[config.mk]
export PLATFORM = sky130hd
export DESIGN_NAME = microwave_cook_timer
export DESIGN_NICKNAME = d
export VERILOG_FILES = /design/src/rtl/microwave_pkg.sv /design/src/rtl/mwt_bcd_digit.sv /design/src/rtl/microwave_cook_timer.sv
export SDC_FILE = /design/constraint.sdc
export NUM_CORES = 1
export LEC_CHECK = 0
export ABC_AREA = 1
export BUFFER_PORTS_ARGS = -buffer_cell sky130_fd_sc_hd__buf_4
export CAP_MARGIN = 20
export CELL_PAD_IN_SITES_DETAIL_PLACEMENT = 1
export CELL_PAD_IN_SITES_GLOBAL_PLACEMENT = 2
export CORE_AREA = 2 2 129 118
export DETAILED_ROUTE_END_ITERATION = 6
export DIE_AREA = 0 0 131 120
export PLACE_DENSITY = 0.65
export SYNTH_ARGS = -nofsm -noshare
export SYNTH_HDL_FRONTEND = slang
export SYNTH_SLANG_ARGS = --single-unit
[constraint.sdc]
create_clock -name clk -period 2.5 [get_ports clk]
set_input_delay 0.375 -clock clk [delete_from_list [all_inputs] [get_ports clk]]
set_output_delay 0.375 -clock clk [all_outputs]
set_load 0.1 [all_outputs]
[src/rtl/microwave_pkg.sv]
`default_nettype none
// ============================================================================
//  Module   : microwave_pkg
//  Purpose  : Shared types and constants for the microwave cook timer.
//  Revision : 1.0  initial release
// ============================================================================
package microwave_pkg;

    typedef enum logic [1:0] {MWT_IDLE, MWT_RUN, MWT_DONE} mwt_state_t;

    typedef logic [3:0] bcd_t;

    localparam bcd_t BCD_SEC_TENS_MAX = 4'd5;
    localparam bcd_t BCD_DIGIT_MAX    = 4'd9;

endpackage
`default_nettype wire

[src/rtl/mwt_bcd_digit.sv]
`default_nettype none
// ============================================================================
//  Module   : mwt_bcd_digit
//  Purpose  : One BCD digit register. Priority: clear, load, decrement.
//             Decrementing from 0 reloads MAXV and raises bout so the next
//             more significant digit decrements on the same edge.
//  Revision : 1.0  initial release
// ============================================================================
module mwt_bcd_digit
    import microwave_pkg::*;
#(
    parameter bcd_t MAXV = 4'd9
) (
    input  logic clk,
    input  logic rst,
    input  logic clr,
    input  logic ld,
    input  bcd_t ld_val,
    input  logic dec,
    output bcd_t q,
    output logic bout
);

    bcd_t r_q;

    // Digit register: clear, load or decrement-with-reload.
    always_ff @(posedge clk or posedge rst) begin
        if (rst) begin
            r_q <= '0;
        end else if (clr) begin
            r_q <= '0;
        end else if (ld) begin
            r_q <= ld_val;
        end else if (dec) begin
            r_q <= (r_q == 4'd0) ? MAXV : r_q - 4'd1;
        end
    end

    assign q    = r_q;
    assign bout = dec && !clr && !ld && (r_q == 4'd0);

endmodule
`default_nettype wire

[src/rtl/microwave_cook_timer.sv]
`default_nettype none
// ============================================================================
//  Module   : microwave_cook_timer
//  Purpose  : Keypad-programmed MM:SS countdown timer. Counts down while the
//             controller reports heat, raises finish when time runs out and
//             exports start_ok for start-button qualification.
//  Config   : MWT_ADD30_EN enables the +30 s key (key_add30).
//  Revision : 1.0  initial release
// ============================================================================
module microwave_cook_timer
    import microwave_pkg::*;
#(
    parameter int TICK_DIV = 50_000_000
) (
    input  logic       clk,
    input  logic       rst,
    input  logic       heat,
    input  logic       key_valid,
    input  logic [3:0] key_digit,
    input  logic       key_clear,
    input  logic       key_add30,
    output logic [3:0] min_tens,
    output logic [3:0] min_ones,
    output logic [3:0] sec_tens,
    output logic [3:0] sec_ones,
    output logic       start_ok,
    output logic       finish
);

    localparam logic [1:0]      c_ST_IDLE  = MWT_IDLE;
    localparam logic [1:0]      c_ST_RUN   = MWT_RUN;
    localparam logic [1:0]      c_ST_DONE  = MWT_DONE;
    localparam int              c_PW       = $clog2(TICK_DIV);
    localparam logic [c_PW-1:0] c_PRE_LAST = c_PW'(TICK_DIV - 1);
    localparam logic [15:0]     c_ONE_SEC  = 16'h0001;

    // Digit index 3..0 = min_tens, min_ones, sec_tens, sec_ones
    bcd_t [3:0]      w_q;
    bcd_t [3:0]      w_ld_val;
    bcd_t [3:0]      w_add_val;
    logic [3:0]      w_dec;
    logic [3:0]      w_bout;
    logic [1:0]      r_state;
    logic [1:0]      w_state_nx;
    logic [c_PW-1:0] r_pre;
    logic [c_PW-1:0] w_pre_nx;
    logic            r_finish;
    logic            w_clr;
    logic            w_ld;
    logic            w_tick_dec;
    logic            w_tick;
    logic            w_time_nz;
    logic            w_key_ok;
    logic            w_add_ok;
    logic            w_unused;

    assign w_time_nz = (w_q != '0);
    assign w_key_ok  = key_valid && (key_digit <= BCD_DIGIT_MAX);
    assign w_tick    = (r_state == c_ST_RUN) && heat && (r_pre == c_PRE_LAST);

`ifdef MWT_ADD30_EN
    // +30 s: sec_tens+3 with carry into the minutes, saturating at 99:59.
    always_comb begin
        w_add_val = w_q;
        w_add_ok  = key_add30 && (w_q[1] <= BCD_SEC_TENS_MAX);
        if (w_q[1] < 4'd3) begin
            w_add_val[1] = w_q[1] + 4'd3;
        end else begin
            w_add_val[1] = w_q[1] - 4'd3;
            if (w_q[2] != BCD_DIGIT_MAX) begin
                w_add_val[2] = w_q[2] + 4'd1;
            end else if (w_q[3] != BCD_DIGIT_MAX) begin
                w_add_val[2] = 4'd0;
                w_add_val[3] = w_q[3] + 4'd1;
            end else begin
                w_add_val = {BCD_DIGIT_MAX, BCD_DIGIT_MAX, BCD_SEC_TENS_MAX, BCD_DIGIT_MAX};
            end
        end
    end
    assign w_unused = w_bout[3];
`else
    assign w_add_ok  = 1'b0;
    assign w_add_val = w_q;
    assign w_unused  = ^{key_add30, w_bout[3]};
`endif

    // Key decode, run/pause handling and next-state selection.
    always_comb begin
        w_state_nx = r_state;
        w_pre_nx   = r_pre;
        w_clr      = 1'b0;
        w_ld       = 1'b0;
        w_ld_val   = w_q;
        w_tick_dec = 1'b0;
        case (r_state)
            c_ST_IDLE: begin
                if (key_clear) begin
                    w_clr = 1'b1;
                end else if (w_key_ok) begin
                    w_ld     = 1'b1;
                    w_ld_val = {w_q[2], w_q[1], w_q[0], key_digit};
                end else if (w_add_ok) begin
                    w_ld     = 1'b1;
                    w_ld_val = w_add_val;
                end
                // Entry check looks at the time as it will be after this cycle's key
                if (heat && !w_clr && (w_ld ? (w_ld_val != '0) : w_time_nz)) begin
                    w_state_nx = c_ST_RUN;
                    w_pre_nx   = '0;
                end
            end
            c_ST_RUN: begin
                if (key_clear && !heat) begin
                    w_clr      = 1'b1;
                    w_state_nx = c_ST_IDLE;
                end else begin
                    if (heat) begin
                        w_pre_nx = w_tick ? '0 : r_pre + c_PW'(1);
                    end
                    // An add landing on a tick edge takes precedence over that tick
                    if (w_add_ok) begin
                        w_ld     = 1'b1;
                        w_ld_val = w_add_val;
                    end else if (w_tick) begin
                        w_tick_dec = 1'b1;
                        if (w_q == c_ONE_SEC) begin
                            w_state_nx = c_ST_DONE;
                        end
                    end
                end
            end
            c_ST_DONE: begin
                if (key_clear) begin
                    w_clr      = 1'b1;
                    w_state_nx = c_ST_IDLE;
                end else if (w_key_ok) begin
                    w_ld       = 1'b1;
                    w_ld_val   = {4'd0, 4'd0, 4'd0, key_digit};
                    w_state_nx = c_ST_IDLE;
                end
            end
            default: begin
                w_clr      = 1'b1;
                w_state_nx = c_ST_IDLE;
            end
        endcase
    end

    assign w_dec = {w_bout[2:0], w_tick_dec};

    for (genvar gi = 0; gi < 4; gi++) begin : g_digit
        localparam bcd_t c_MAXV = (gi == 1) ? BCD_SEC_TENS_MAX : BCD_DIGIT_MAX;
        mwt_bcd_digit #(
            .MAXV   (c_MAXV)
        ) u_digit (
            .clk    (clk),
            .rst    (rst),
            .clr    (w_clr),
            .ld     (w_ld),
            .ld_val (w_ld_val[gi]),
            .dec    (w_dec[gi]),
            .q      (w_q[gi]),
            .bout   (w_bout[gi])
        );
    end

    // State, prescaler and finish registers; finish follows DONE entry by one cycle.
    always_ff @(posedge clk or posedge rst) begin
        if (rst) begin
            r_state  <= c_ST_IDLE;
            r_pre    <= '0;
            r_finish <= 1'b0;
        end else begin
            r_state  <= w_state_nx;
            r_pre    <= w_pre_nx;
            r_finish <= (r_state == c_ST_DONE) && (w_state_nx == c_ST_DONE);
        end
    end

    assign min_tens = w_q[3];
    assign min_ones = w_q[2];
    assign sec_tens = w_q[1];
    assign sec_ones = w_q[0];
    assign start_ok = (r_state == c_ST_IDLE) && w_time_nz;
    assign finish   = r_finish;

endmodule
`default_nettype wire

==> impl_metrics.env <==
export IMPL_antenna_found_initial=0
export IMPL_numClockSinks=45
export IMPL_synth_nets=565
export IMPL_min_period_ns=2.35
export IMPL_drc=0
export IMPL_comb_power_share_pct=52.5
export IMPL_worst_pin_slew_ns=0.465
export IMPL_viasPerCell=4.71
export IMPL_die_h_um=120
export IMPL_place_gp_congestion=0.853
export IMPL_worstHoldPathType="in2async"
export IMPL_antenna_cells=0
export IMPL_hold_viol=0
export IMPL_avgSynthCellArea_sq_um=6.48
export IMPL_die_w_um=131
export IMPL_syn_cell_area_sq_um=3540
export IMPL_max_freq_mhz=425
export IMPL_ioPinCount=28
export IMPL_slew_headroom_pct=68.8
export IMPL_num_fill_cells=1852
export IMPL_placed_cells=768
export IMPL_start_util_pct=24.5
export IMPL_dp_hpwl_mm=9.70
export IMPL_clockPowerShare_pct=20.1
export IMPL_path_clk_slew_ns=0.07
export IMPL_final_max_slew_violation_count=0
export IMPL_regArea_sq_um=1160
export IMPL_synth_distinct_cells=33
export IMPL_startpoint_type="flip-flop"
export IMPL_clk_latency_ns=0.30
export IMPL_max_cap_viol_count=0
export IMPL_setup_violations=0
export IMPL_slowest_stage="dfrtp_4"
export IMPL_sequentialPowerShare_pct=27.4
export IMPL_nets=596
export IMPL_final_util_pct=29.0
export IMPL_drive_above_1_share_pct=15.6
export IMPL_fp_row_count=42
export IMPL_clk_path_buf_depth=2
export IMPL_cpPeakStageDelay_ns=0.48
export IMPL_leakage_nw=1.85
export IMPL_syn_to_final_growth_pct=18.5
export IMPL_rsz0062_at_grt="false"
export IMPL_fin_tns_setup_ns=0
export IMPL_synth_seq_cells=45
export IMPL_ys_warn_count=0
export IMPL_ys_seq_area_share_pct=31.8
export IMPL_syn_inst=546
export IMPL_grt_pass1_wl_mm=19.9
export IMPL_worstPathCellList="inv_1, ha_1, nand2_1, nor2_4, nand3_1, nor2_1, buf_4, nor3_4, buf_6"
export IMPL_cp_arrival_ns=1.98
export IMPL_grt_max_degree=27
export IMPL_ant_nets=0
export IMPL_dr_pass1_iters=4
export IMPL_fin_cells=776
export IMPL_multi_input_area_sq_um=2130
export IMPL_dieArea_sq_um=15700
export IMPL_peakVddDrop_mv=0.412
export IMPL_first_global_vias=3609
export IMPL_setup_worst_path_class="reg2out"
export IMPL_end_kind="output port"
export IMPL_power_density_nw_per_um2=875
export IMPL_fin_crit_sh_pct=94.2
export IMPL_htreeDepth=2
export IMPL_critPathMaxFanout=4
export IMPL_finClkSkew_ns=0.00928
export IMPL_cts_root_buf="clkbuf_16"
export IMPL_drt_wl_total_mm=12.1
export IMPL_io_buffer_count=26
export IMPL_cts_buffers=5
export IMPL_vias=3652
export IMPL_grt_usage_pct=16.3
export IMPL_grt_overflow=0
export IMPL_core_sq_um=14500
export IMPL_drt_iter0_drc=164
export IMPL_cp_required_ns=2.12
export IMPL_p_total_mw=3.67
export IMPL_intPower_mw=1.80
export IMPL_outcome="finished clean"
export IMPL_switching_share_pct=51.0
export IMPL_r2r_setup_slack_ns=0.21
export IMPL_wl_per_cell_um=15.6
export IMPL_p_switching_mw=1.87
export IMPL_cts_tree="done"
worst max-delay path, delay by kind of cell, from the launching register on:
family | cells | cell delay, ns
adder cells (fa/ha/maj) | 1 | 0.18
AND/OR/NAND/NOR | 5 | 0.58
buffers and inverters | 3 | 0.44
flip-flops | 1 | 0.48
power groups by stage:
stage	Clock, mW	Combinational (mW)	Sequential (mW)
finish	0.738	1.93	1.01
global route	0.787	2.09	1.03
CTS	0.765	1.93	1.01
detailed placement	0	1.92	1.02
global placement	0	1.90	1.02
floorplan	0	0.797	1.63
cell usage after synthesis (all sizes together):
cell	n	area (sq um)
o21bai	1	7.51
nand3	61	323
o21a	1	7.51
buf	10	76.3
nor3	17	100
nor4	1	6.26
nand4	19	119
or2	2	12.5
o21ai	30	169
nand2	173	682
clkbuf	4	15.0
nor3b	2	15.0
xor2	15	131
xnor2	2	17.5
dfrtp	45	1130
nor2	88	348
ha	9	113
o22ai	8	50.1
a21oi	2	10.0
inv	56	210
placed cells by master (no fill, tap or decap), types with 3 or more instances in the layout:
cell type,n
dfrtp_4,6
nand4_1,19
inv_1,50
nand2_4,3
o21ai_0,21
buf_4,37
dfrtp_1,31
inv_2,6
xor2_1,15
nor3_1,13
o22ai_1,8
nor2_1,82
nor2_2,4
ha_1,9
nand2_1,166
nand3_1,59
o21ai_1,6
dfrtp_2,8
clkbuf_16,5
nor3_2,3
nand2_2,4
through the flow:
step	worst slack (ns)	hold WS, ns	cell area, sq um
after floorplan	0.00218	0.519	3580
after global placement	0.237	0.365	4020
after detailed placement	0.160	0.372	4020
after CTS	0.0406	0.0423	4180
after global routing	0.000959	0.0569	4190
final	0.145	0.0342	4190
final timing paths:
| path | end | cells past startpoint | from |
|---|---|---|---|
| worst max register to register | g_digit[3].u_digit.q[1]$_DFFE_PP0P_ | 12 | r_pre[0]$_DFFE_PP0P_ |
| max in group asynchronous | g_digit[0].u_digit.q[1]$_DFFE_PP0P_ | 3 | rst |
| worst min-delay path | g_digit[2].u_digit.q[2]$_DFFE_PP0P_ | 2 | rst |
| min in group clk | r_state[0]$_DFF_PP0_ | 4 | key_clear |
| worst min register to register | g_digit[3].u_digit.q[2]$_DFFE_PP0P_ | 2 | g_digit[3].u_digit.q[2]$_DFFE_PP0P_ |
| worst max-delay path | start_ok | 9 | g_digit[3].u_digit.q[0]$_DFFE_PP0P_ |
registers in the layout (all words and copies together), names as in the netlist:
register and cells:
r_pre 26, g_digit.u_digit.q 16, r_state 2, finish 1
metal layers:
metal / wire length (um) / GRT usage [%] / vias to the layer above
met2: 5310 / 24.2 / 39
met5: 0 / 0 / -
met3: 372 / 2.32 / 9
li1: - / - / 1824
met4: 133 / 4.19 / 0
met1: 6330 / 24.5 / 1780
area by class of cell:
type	instances	share of cell area, %
clock inverter	1	0.119
multi-input combinational	431	50.8
timing repair buffer	38	6.89
tap	198	5.91
sequential	45	27.6
inverter	56	5.01
clock buffer	7	3.64
what timing repair did:
action / CTS / global route
hold buffers: 0 / 0
setup buffers: 0 / 0
setup endpoints to repair: 1 / 1
resized for setup: 1 / 2
endpoints found under the hold margin: 0 / 0
gates cloned: 0 / 0
cell families after synthesis:
group / Yosys count / synth area share, %
simple gates: 363 / 45.4
buf+inv: 70 / 8.52
flops: 45 / 31.8
compound gates: 42 / 6.90
xor+xnor: 17 / 4.21
fa+ha+maj: 9 / 3.18
Power figures use the tool's default switching activity.
